[config.mk]
export PLATFORM = sky130hd
export DESIGN_NAME = trace_fabric_mgmt_deser
export DESIGN_NICKNAME = d
export VERILOG_FILES = /design/src/rtl/trace_fabric_mgmt_deser.sv
export SDC_FILE = /design/constraint.sdc
export NUM_CORES = 1
export LEC_CHECK = 0
export ABC_AREA = 1
export CORE_MARGIN = 4
export CORE_UTILIZATION = 64
export DETAILED_ROUTE_END_ITERATION = 6
export PLACE_DENSITY = 0.86
export RECOVER_POWER = 50
export SETUP_SLACK_MARGIN = 0.05
export SYNTH_ARGS = -nofsm -noshare
export SYNTH_HDL_FRONTEND = slang
export SYNTH_SLANG_ARGS = --single-unit
export TNS_END_PERCENT = 1
[constraint.sdc]
create_clock -name clk -period 3.45 [get_ports clk]
set_input_delay 0.69 -clock clk [delete_from_list [all_inputs] [get_ports clk]]
set_output_delay 0.69 -clock clk [all_outputs]
set_load 0.01 [all_outputs]
[src/rtl/trace_fabric_mgmt_deser.sv]
// trace_fabric_mgmt_deser
//
// Deserializes the fabric management channel's 1-bit, 4-channel stream into
// WORD_W-bit words. Bits arrive LSB-first. Each channel keeps its own
// accumulator and bit counter. Completed words leave through a 2-entry
// output FIFO, tagged with their channel.
//
// Ports:
//   clk          rising-edge clock
//   reset_n      asynchronous active-low reset
//   in_ready     sink ready (registered)
//   in_valid     sink beat valid
//   in_data      serial management bit
//   in_channel   channel of in_data (0..3)
//   out_ready    source backpressure
//   out_valid    FIFO head valid
//   out_data     assembled word; bit 0 is the first bit received
//   out_channel  channel of out_data
//
// Handshake: a beat transfers on a rising edge where valid && ready are
// both high. The producer holds valid and payload stable until that edge.
// valid never drops without a transfer.
module trace_fabric_mgmt_deser #(
  parameter int WORD_W = 8
) (
  input  logic              clk,
  input  logic              reset_n,
  output logic              in_ready,
  input  logic              in_valid,
  input  logic              in_data,
  input  logic [1:0]        in_channel,
  input  logic              out_ready,
  output logic              out_valid,
  output logic [WORD_W-1:0] out_data,
  output logic [1:0]        out_channel
);

  localparam int CW = $clog2(WORD_W);
  localparam int EW = WORD_W + 2;

  logic [WORD_W-1:0] acc_q [4];
  logic [WORD_W-1:0] acc_d [4];
  logic [CW-1:0]     cnt_q [4];
  logic [CW-1:0]     cnt_d [4];
  logic [EW-1:0]     ent_q [2];
  logic [EW-1:0]     ent_d [2];
  logic [1:0]        count_q, count_d;
  logic              in_ready_q, in_ready_d;

  logic              accept;
  logic              push;
  logic              pop;
  logic [WORD_W-1:0] shifted;

  always_comb begin
    accept  = in_valid && in_ready_q;
    shifted = {in_data, acc_q[in_channel][WORD_W-1:1]};
    push    = accept && (cnt_q[in_channel] == CW'(WORD_W - 1));
    pop     = (count_q != 2'd0) && out_ready;

    for (int c = 0; c < 4; c++) begin
      acc_d[c] = acc_q[c];
      cnt_d[c] = cnt_q[c];
    end
    if (accept) begin
      acc_d[in_channel] = shifted;
      cnt_d[in_channel] = push ? '0 : cnt_q[in_channel] + CW'(1);
    end

    // Shift FIFO: entry 0 is always the head. A pop moves entry 1 down;
    // a push lands in the first slot left free after that shift.
    ent_d[0] = ent_q[0];
    ent_d[1] = ent_q[1];
    if (pop) ent_d[0] = ent_q[1];
    if (push) begin
      if ((count_q == 2'd1) && !pop) ent_d[1] = {in_channel, shifted};
      else                           ent_d[0] = {in_channel, shifted};
    end

    count_d = count_q + {1'b0, push} - {1'b0, pop};
    // Conservative: any beat may complete a word, so stall whenever full.
    in_ready_d = (count_d <= 2'd1);
  end

  always_ff @(posedge clk or negedge reset_n) begin
    if (!reset_n) begin
      for (int c = 0; c < 4; c++) begin
        acc_q[c] <= '0;
        cnt_q[c] <= '0;
      end
      ent_q[0]   <= '0;
      ent_q[1]   <= '0;
      count_q    <= 2'd0;
      in_ready_q <= 1'b0;
    end else begin
      for (int c = 0; c < 4; c++) begin
        acc_q[c] <= acc_d[c];
        cnt_q[c] <= cnt_d[c];
      end
      ent_q[0]   <= ent_d[0];
      ent_q[1]   <= ent_d[1];
      count_q    <= count_d;
      in_ready_q <= in_ready_d;
    end
  end

  assign in_ready    = in_ready_q;
  assign out_valid   = (count_q != 2'd0);
  assign out_data    = ent_q[0][WORD_W-1:0];
  assign out_channel = ent_q[0][EW-1:WORD_W];

endmodule

Word-level counts from Yosys, hierarchy flattened
Index checks and enable logic that the tools add are counted.

Add/sub/neg operators: 3. Magnitude comparators: 3. Bitwise gates (word level): 1. Reductions and logical operators: 8. Muxes and demuxes: 17. Equal/unequal tests: 2.

Operator list (number): $bwmux 32 (1); $mux 10 (3); $mux 8 (3); $mux 20 (1); $bmux 8 s2 (1); $demux 8 s2 (1); $bwmux 12 (1); $mux 3 (4); $bmux 3 s2 (1); $demux 3 s2 (1); $logic_and 1x1->1 (5); $add 3x1->3 const B (1); $eq 3x3->1 const B (1); $ge 3x3->1 const B (1); $lt 3x1->1 const B (1); $not 2->3 (1); $add 2x1->2 (1); $eq 2x1->1 const B (1); $le 2x1->1 const B (1); $reduce_and 2->1 (1); $reduce_bool 2->1 (1); $sub 2x1->2 (1); $logic_not 1->1 (1).

Register bits after elaboration: 67. Logic and storage cells: 46. Output and inout port bits: 12. Bits of input ports: 7.

Longest topological paths before layout
Gate-level depths: netlist of run 1.

Word-level depth: 9. Gate-level depth with buffers: 20. Depth with buffers taken out: 18.

Least setup slack after synthesis of run 1
OpenSTA, ideal clock, no wires.

Path type: in2reg. From: input port in_channel[0]. To: register count_q[1]. Arrival time: 2.537 ns. Data required time: 3.327 ns. Cell stages on the path: 19. Setup time: 0.123 ns. Slack: 0.790 ns. Buffers on the path: 2. Cell sequence: buf_6 inv_6 buf_8 nand3_1 nand2_1 nor2_4 inv_1 ha_1 ha_1 inv_1 nor2_4 inv_1 nand2_1 nand2_1 ha_1 xor2_1 inv_1 nand3_1 nand2_1.

Word-level cells in the longest chain between the ends: 8.

RTL lines: start: declaration (RTL line 31) `input logic [1:0] in_channel,`; $not 2->3 (not written as such) (RTL line 58) `push = accept && (cnt_q[in_channel] == CW'(WORD_W - 1));`; $bmux 3 s2 (RTL line 58); $mux 3 (not written as such) (2 in a row) (RTL line 58); $eq 3x3->1 (RTL line 58); $logic_and 1x1->1 (RTL line 58); $add 2x1->2 (RTL line 80) `count_d = count_q + {1'b0, push} - {1'b0, pop};`; $sub 2x1->2 (RTL line 80); net count_d[1] (RTL line 47) `logic [1:0] count_q, count_d;`; end signal: assignment (RTL line 102) `count_q <= count_d;`; end: declaration (RTL line 47).

The timed path passes the listed nets, and every way through them passes these cells. The select of a mux whose other input is x is not followed. A chain may end at the register's enable or synchronous reset.

Final worst setup path of run 1
From: input port in_channel[0]. To: register in_ready_q (netlist: in_ready).

Word-level cells in the longest chain between the ends: 9.

RTL lines: $not 2->3 (not written as such) (RTL line 58); $bmux 3 s2 (RTL line 58); $mux 3 (not written as such) (2 in a row) (RTL line 58); $eq 3x3->1 (RTL line 58); $logic_and 1x1->1 (RTL line 58); $add 2x1->2 (RTL line 80); $sub 2x1->2 (RTL line 80); net count_d[1] (RTL line 47); $le 2x1->1 (RTL line 82) `in_ready_d = (count_d <= 2'd1);`; net in_ready_d (RTL line 48) `logic in_ready_q, in_ready_d;`; end signal: assignment (RTL line 103) `in_ready_q <= in_ready_d;`; end: declaration (RTL line 48).

The timed path passes the listed nets, and every way through them passes these cells. The select of a mux whose other input is x is not followed.

==> summary by stage, run 1 <==
Clock network
Clock tree synthesis selected as its root buffer the cell clkbuf_8. The number of buffers added to fix hold violations after cts is 0. The clock latency on the worst-skew pair is 340 ps.

The TritonCTS buffer count is 9. The maximum level of the CTS H-tree is 3. The CTS tree is yes.

The buffer levels on the longest clock path is 2. The clock transition at the registers of the reported paths is 70 ps. The number of sinks handled by clock tree synthesis is 63. After clock tree synthesis, the setup repair step added 0 buffers. The count of instances resized after the clock tree is built is 0.

Critical path
STA puts the critical path data arrival time at ~3200 ps. In this run the critical register-to-register path is launched from cnt_q[3]. The reg-to-reg endpoint is count_q[1]. The cell depth of the worst flop-to-flop path is 16. On the worst path, the slowest cell contributes a delay of around 760 ps. Among the stages of the critical path, the cell type that occurs most often is inv_1. The cell with the largest stage delay on the worst path is dlygate4sd3_1. Traced cell by cell, the critical path runs through dlygate4sd3_1, buf_4, nand2_8, inv_1, nand2_1, nand3_1, ha_1, ha_1, inv_1, nor2_4, inv_1, nand2_1, nand2_1, ha_1, xor2_1, inv_1, nand3_1, nand2_1, inv_1. The kind of capture point of the worst setup path is a flop. The category of the most critical setup path is in2reg. The worst setup path is launched from an input port.

The critical path data required time is about 3700 ps. The maximum fanout encountered on the critical timing path is 6. The slack of the worst reg-to-reg path is ~1300 ps.

Floorplan
The die is 79.4 um tall. The initial utilization of the core area, before any placement, comes to between 60% and 70%. The area enclosed by the die boundary is 6300 um^2. The die is 79.4 um wide. The number of I/O pins is 19. The site row count is 25.

The placeable core region is between 4000 and 5000 um^2.

Run status
The flow ran to the end, and the final reports show no timing, DRC or antenna violations.

Detailed routing
Dividing the detail-routed via count by the number of cells gives approximately 5.2. For this block, the routed nets add up to about 7000 um of wire. Dividing the detail-routed wire length by the instance count gives 14.1 um. For this run, design rule violations remaining after detail routing come to 0. The pre-antenna-repair detailed-routing pass consisted of 5 iterations. After the first detailed-routing iteration, the DRC count stood at 229. The detail route stage leaves a number of antenna-violating nets equal to 0. The detailed router placed 2,568 vias in this run.

GRT
The fraction of met3 tracks used by global routing is under 10%. Global routing used roughly a quarter of the available tracks. The met2 capacity usage during global routing is roughly 40%. The pin count of the biggest net entering global routing is 42. For met1 alone, demand over resource in global routing was between 30% and 40%.

The initial antenna violation count came to 0. The most crowded layer after global routing is met2. The first global-routing pass estimated about 12,000 um of wire. The number of global-route vias before repair was between 2,000 and 3,000. The global-route congestion overflow total is 0.

STA
Setup repair after global routing left no endpoint under its margin. The final worst clock skew is approximately 4.6 ps. The final total negative setup slack is 0 ps. The final period utilization is 87.1%. Based on the critical path, the design can be clocked at up to 0.333 GHz. The number of failing hold endpoints at the final stage was 0.

Headroom to the max-slew limit came out at 18.3%. The minimum clock period after layout is between 3000 and 4000 ps. Setup slack on the critical path of the routed design comes to ~450 ps. Setup violations remaining at the end of the flow were counted as 0. The worst hold margin is around 480 ps. At the pin with the least slew margin, the transition time is approximately 1200 ps. The count of pins over their slew limit is 0.

Yosys
The instance count of the mapped netlist is between 400 and 500. The number of register bits inferred by synthesis is 63. The number of nets in the synthesized netlist is 414.

After synthesis, flip-flops and latches occupy a little under 50% of the total area. The fraction of synthesized cell area taken by the top area cell type is 48.3%. In the synthesized netlist the dominant register cell turns out to be dfrtp_1. Ranked by total cell area, the synthesized netlist is headed by dfrtp_1 48%, nand2_1 22%, inv_1 3.6%. Averaged over all synthesized cells, the footprint is ~8.1 um^2. Synthesis instantiated 25 different standard cells from the library. The total number of yosys warnings is 0.

The cell area that synthesis handed to floorplanning was approximately 3300 um^2. Yosys mapped a number of flops with a built-in enable equal to 0. In the synthesized netlist, the cells that appear most often are 192 x nand2_1, 63 x dfrtp_1, 31 x inv_1. The most used standard cell by instance count after synthesis is nand2_1. dfrtp_1 takes more of the synthesized area than any other cell. After synthesis, the share of flip-flops with an asynchronous set or reset is 100%.

Cells and area
Fill cells in the final layout number around 380. In the final layout, the multi-input gates occupy 1350 um^2. The repair_antennas step left the layout with diodes totalling 0. Across the whole layout, storage elements account for 1580 um^2. The share of post-route cells with drive strength above 1 is between 10 and 15%.

The area growth from synthesis to layout is 10.3%. The final core utilization is around 75%. The final net count is 430.

Worst hold path
The path with the worst hold slack has its endpoint at ent_q[0]. The cell count of the worst hold path is 2. The type of the most critical hold path is reg2reg. The startpoint identified for the worst hold timing path is ent_q[0].

Placed design
Summed over all nets, the half-perimeter wirelength after detailed placement is between 4000 and 5000 um. The routability congestion estimate from global placement is between 0.8 and 0.9. At the placement stage, the worst setup path has a slack of between 150 and 200 ps. Buffers placed on the I/O ports in this run total 18.

Run
The reported max-cap violation count is 0.

Power and ir drop
In this run the static leakage power is 1.96 nW. Power comes to about 0.0028 W. In this run the power density over the cells is a little under 800 nW/um^2. IR analysis of the VDD net gives a maximum drop of around 0.62 mV.
area by class of cell:
type	count	area share, %
Timing Repair Buffer	26	6.33
Inverter	40	4.45
Clock buffer	12	3.76
Sequential cell	63	43.8
Tap cell	67	2.33
Clock inverter	4	1.95
Multi-Input combinational cell	280	37.4
kinds of logic after synthesis:
| group | synth area share, % |
|---|---|
| fa+ha+maj | 1.15 |
| flops | 48.3 |
| simple gates | 34.6 |
| compound gates | 5.18 |
| xor+xnor | 0.269 |
| buf+inv | 10.4 |
where the power goes:
part / switching (W) / total (W) / internal [W]
Combinational: 0.000559 / 0.000925 / 0.000366
Sequential: 0.000177 / 0.00121 / 0.00103
Clock: 0.000273 / 0.000678 / 0.000405
registers in the layout, indices dropped and copies added, names as in the netlist:
register and count:
out_data 8, count_q 2, in_ready 1, acc_q 28
ent_q 10, out_channel 2, cnt_q 12
critical path, delay by kind of cell:
kind	cells	cell delay [ps]
AND/OR/NAND/NOR	8	640
XOR/XNOR	1	150
adder cells (fa/ha/maj)	3	480
buffers and inverters	7	1290
stage by stage:
step / cell area, um^2 / cells
after CTS: 3610 / 492
after global routing: 3600 / 492
after global placement: 3400 / 476
after detailed placement: 3400 / 476
final: 3600 / 492
after floorplan: 3260 / 404
how the worst max path moves through the flow:
stage	startpoint	to	slack [ps]	cells after the start
2_1_floorplan	in_channel[0]	count_q[1]	790	19
6_report	in_channel[0]	in_ready	450	19
3_3_place_gp	in_channel[1]	in_ready	250	19
4_1_cts	in_channel[1]	in_ready	510	19
5_1_grt	in_channel[0]	in_ready	240	19
3_5_place_dp	in_channel[1]	in_ready	170	19
cell usage in the layout (no fill, tap or decap):
| cell type | count |
|---|---|
| nand3_1 | 19 |
| inv_2 | 6 |
| nor2_8 | 4 |
| dlygate4sd3_1 | 5 |
| bufinv_16 | 2 |
| inv_6 | 1 |
| buf_4 | 6 |
| ha_1 | 3 |
| clkbuf_1 | 5 |
| clkbuf_2 | 1 |
| clkdlybuf4s50_1 | 12 |
| nand3_2 | 2 |
| nor2_4 | 4 |
| nand2_4 | 1 |
| a22oi_1 | 1 |
| o21ai_2 | 9 |
| xor2_1 | 1 |
| nand2_2 | 8 |
| dfrtp_1 | 63 |
| nand2_8 | 2 |
| inv_4 | 2 |
| o21ai_1 | 6 |
| o22ai_1 | 2 |
| nand2_1 | 192 |
| nor2_1 | 18 |
| inv_1 | 31 |
| clkinv_2 | 2 |
| clkbuf_8 | 9 |
| o21ai_0 | 8 |
routing by layer:
metal	vias to the layer above	wire, um
met2	88	3350
met1	1202	2970
li1	1260	-
met5	-	0
met4	0	195
met3	18	421
Note: power is estimated with default switching activity, not from simulation.
==> run 2: changes to the inputs <==
--- a/config.mk
+++ b/config.mk
@@ -9,6 +9,7 @@
 export CORE_MARGIN = 4
 export CORE_UTILIZATION = 64
 export DETAILED_ROUTE_END_ITERATION = 6
+export MAX_ROUTING_LAYER = met4
 export PLACE_DENSITY = 0.86
 export RECOVER_POWER = 50
 export SETUP_SLACK_MARGIN = 0.05
==> run 2 against run 1 <==
  * Critical path depth did not move
  * Fmax is essentially flat
  * Worst setup slack worse by 1.4 ps
  * Utilization did not move
  * Critical path type unchanged
  * Critical endpoint unchanged
==> summary by stage, run 2 (same netlist as run 1, synthesis figures left out) <==
Run status
The flow ran to the end, and the final reports show no timing, DRC or antenna violations.

Power and ir drop
Power spread over the standard cell area amounts to 781 nW/um^2. Summed over all cells, the static leakage comes to between 1.5 and 2 nW. The worst vdd rail ir drop is between 0.6 and 0.7 mV. After layout, the design draws a total of roughly 0.0028 W. Of the total power, the share spent switching nets is a little over a third. The analysis attributes to net switching a power of 0.00101 W. The portion of total power attributed to sequential cells is ~43%. The part of the total power dissipated in combinational logic is roughly a third. The internal portion of the total power is between 0.0015 and 0.002 W.

The share of total power dissipated in the clock network is between 20% and 30%.

GRT
The combined global-route utilization of all metal layers is a little over a quarter. The met2 capacity usage during global routing is a little under 40%. The number of global-route vias before repair is ~2,500. The most crowded layer after global routing is met2. The fraction of met3 tracks used by global routing is just under 5%. For this run, global-route usage on met1 was measured as between 30% and 40%. The initial antenna violation count is 0.

The pin count of the biggest net entering global routing is 42. The total overflow left after global routing is 0. The first global-routing pass estimated 12,200 um of wire.

Clock network
The TritonCTS buffer count is 9. The tree is rooted in a clkbuf_8. The maximum level of the CTS H-tree is 3.

Buffers added to address setup during post-CTS repair amount to 0. The clock passes through at most 2 buffers. The number of sinks handled by clock tree synthesis is 63. The number of gates resized after CTS was 0. The CTS tree is yes.

After clock tree synthesis, the clock-pin slew on the worst setup and hold paths is roughly 70 ps. The number of buffers added to fix hold violations after cts is 0. The clock reaches the later pin of the worst-skew pair after roughly 340 ps.

Critical path
Counting cells, the worst reg-to-reg path comes to 16. The worst register-to-register path begins at cnt_q[3]. The worst setup path is launched from an input port. By instance count, the cell type seen most on the critical path is inv_1.

The category of the most critical setup path is in2reg. The slack of the worst reg-to-reg path is approximately 1300 ps. The cell with the largest stage delay on the worst path is dlygate4sd3_1. Of all nets on the critical path, the largest fanout is 6.

Walking the worst path, the cells encountered are dlygate4sd3_1, buf_4, nand2_8, inv_1, nand2_1, nand3_1, ha_1, ha_1, inv_1, nor2_4, inv_1, nand2_1, nand2_1, ha_1, xor2_1, inv_1, nand3_1, nand2_1, inv_1. STA classifies the critical path endpoint as a flop. The delay of the slowest cell on the worst path is about 760 ps. In this run the critical register-to-register path is captured at count_q[1]. The critical path data required time is between 3000 and 4000 ps. The data arrival time of the worst path is about 3200 ps.

STA
The count of pins over their slew limit is 0. The final worst clock skew is approximately 5.8 ps. Setup repair after global routing left no endpoint under its margin. The number of failing hold endpoints at the final stage is 0. The number of failing setup endpoints in the final timing report is 0. The minimum clock period after layout is between 3000 and 4000 ps. The final total negative setup slack is 0 ps. The worst hold margin is slightly below 500 ps. The worst-case headroom to the max-slew limit is 20.0%. At the pin with the least slew margin, the transition time is 1200 ps. Dividing the final minimum period by the clock period gives 87.1%. For this run, the top clock speed supported by timing is 0.333 GHz.

Cells and area
Relative to the synthesized area, the layout overhead comes to 10.3%. The final instance count without filler cells is ~490. The final net count is 430.

Counting the fill cells in the layout gives 377. The number of antenna repair diodes is 0. The register with the most flip-flops in the layout has 28 of them. In the layout the commonest cells are 192 x nand2_1, 63 x dfrtp_1, 31 x inv_1. The share of post-route cells with drive strength above 1 is 13.9%.

The largest registers in the layout are acc_q (28), cnt_q (12), ent_q (10). The most common library cell in the layout ignoring fill and taps is nand2_1. The final core utilization is 74.7%. Counting flops per register, the top entry is acc_q.

Detailed routing
The via density per instance is between 5 and 6. For this run, the detailed router's first-pass iteration total came to 5. The DRC marker count from the first detailed-route iteration is about 240. The detailed-route via count is around 2,600. The wire length per cell after detailed routing is 14.2 um. The number of remaining DRC errors is 0. The count of nets left with antenna violations once routing finished came out at 0. The wire length after detailed routing is ~7000 um.

Placed design
The routability congestion estimate from global placement is 0.892. The post-DP HPWL is 4960 um. The count of buffers added on input and output ports is 18. The placed instance count is around 480.

Floorplan
Measured along the y axis, the die boundary spans about 79 um. The die covers about 6300 um^2. Once the floorplan was initialized, standard cells occupied 67.7% of the core. In this run the horizontal extent of the chip is approximately 79 um. 19 I/O pins were placed.

The placeable core region is 4820 um^2. The site row count is 25.

Worst hold path
Counting instances, the worst hold path has a depth of 2. The type of the most critical hold path is reg2reg. The launch point of the worst hold path is ent_q[0]. The end of the worst hold path is ent_q[0].

Run
The reported max-cap violation count is 0.
## run 2: cell counts in the layout (fill, tap and decap cells not counted)
No cell type changed its count.
## run 2: layout make-up
| cell class | instances | area [um^2] | share of cell area, % |
|---|---|---|---|
| Inverter | 40 | 160 | 4.45 |
| Sequential cell | 63 | 1580 | 43.8 |
| Multi-Input combinational cell | 280 | 1350 | 37.4 |
| Timing Repair Buffer | 26 | 228 | 6.33 |
| Clock buffer | 12 | 135 | 3.76 |
| Clock inverter | 4 | 70.1 | 1.95 |
| Tap cell | 67 | 83.8 | 2.33 |
## run 2: routing by layer
layer | wire, um | vias to the layer above
met2 | 3360 | 104
met5 | 0 | -
li1 | - | 1256
met1 | 2960 | 1191
met4 | 214 | 0
met3 | 457 | 25
## run 2: power by group through the flow
stage | Clock [W] | Sequential [W] | Combinational [W]
after floorplan | 0 | 0.00117 | 0.000714
after detailed placement | 0 | 0.00121 | 0.000929
final | 0.000681 | 0.00121 | 0.000923
after global placement | 0 | 0.00121 | 0.000891
after CTS | 0.000684 | 0.00120 | 0.000939
after global routing | 0.000719 | 0.00124 | 0.00105
## run 2: how the worst max path moves through the flow
stage	startpoint	to	slack (ps)
after detailed placement	in_channel[1]	in_ready	170
after global routing	in_channel[0]	in_ready	240
after global placement	in_channel[1]	in_ready	250
after floorplan	in_channel[0]	count_q[1]	790
after CTS	in_channel[1]	in_ready	510
final	in_channel[0]	in_ready	440
## run 2: stage by stage
step | cell area (um^2) | setup WS, ps
5_1_grt | 3600 | 237
2_1_floorplan | 3260 | 790
6_report | 3600 | 444
4_1_cts | 3610 | 512
3_5_place_dp | 3400 | 167
3_3_place_gp | 3400 | 254
## run 2: critical path, delay by kind of cell
kind                       cells  cell delay [ps]
adders and majority gates      3              480
buffers and inverters          7             1280
xor gates and xnor gates       1              150
and+or+nand+nor                8              630
==> run 3: changes to the inputs <==
--- a/config.mk
+++ b/config.mk
@@ -6,6 +6,7 @@
 export NUM_CORES = 1
 export LEC_CHECK = 0
 export ABC_AREA = 1
+export CAP_MARGIN = 15
 export CORE_MARGIN = 4
 export CORE_UTILIZATION = 64
 export DETAILED_ROUTE_END_ITERATION = 6
==> results of run 3 <==
Final layout, timing and power as in run 2 (identical DEF).
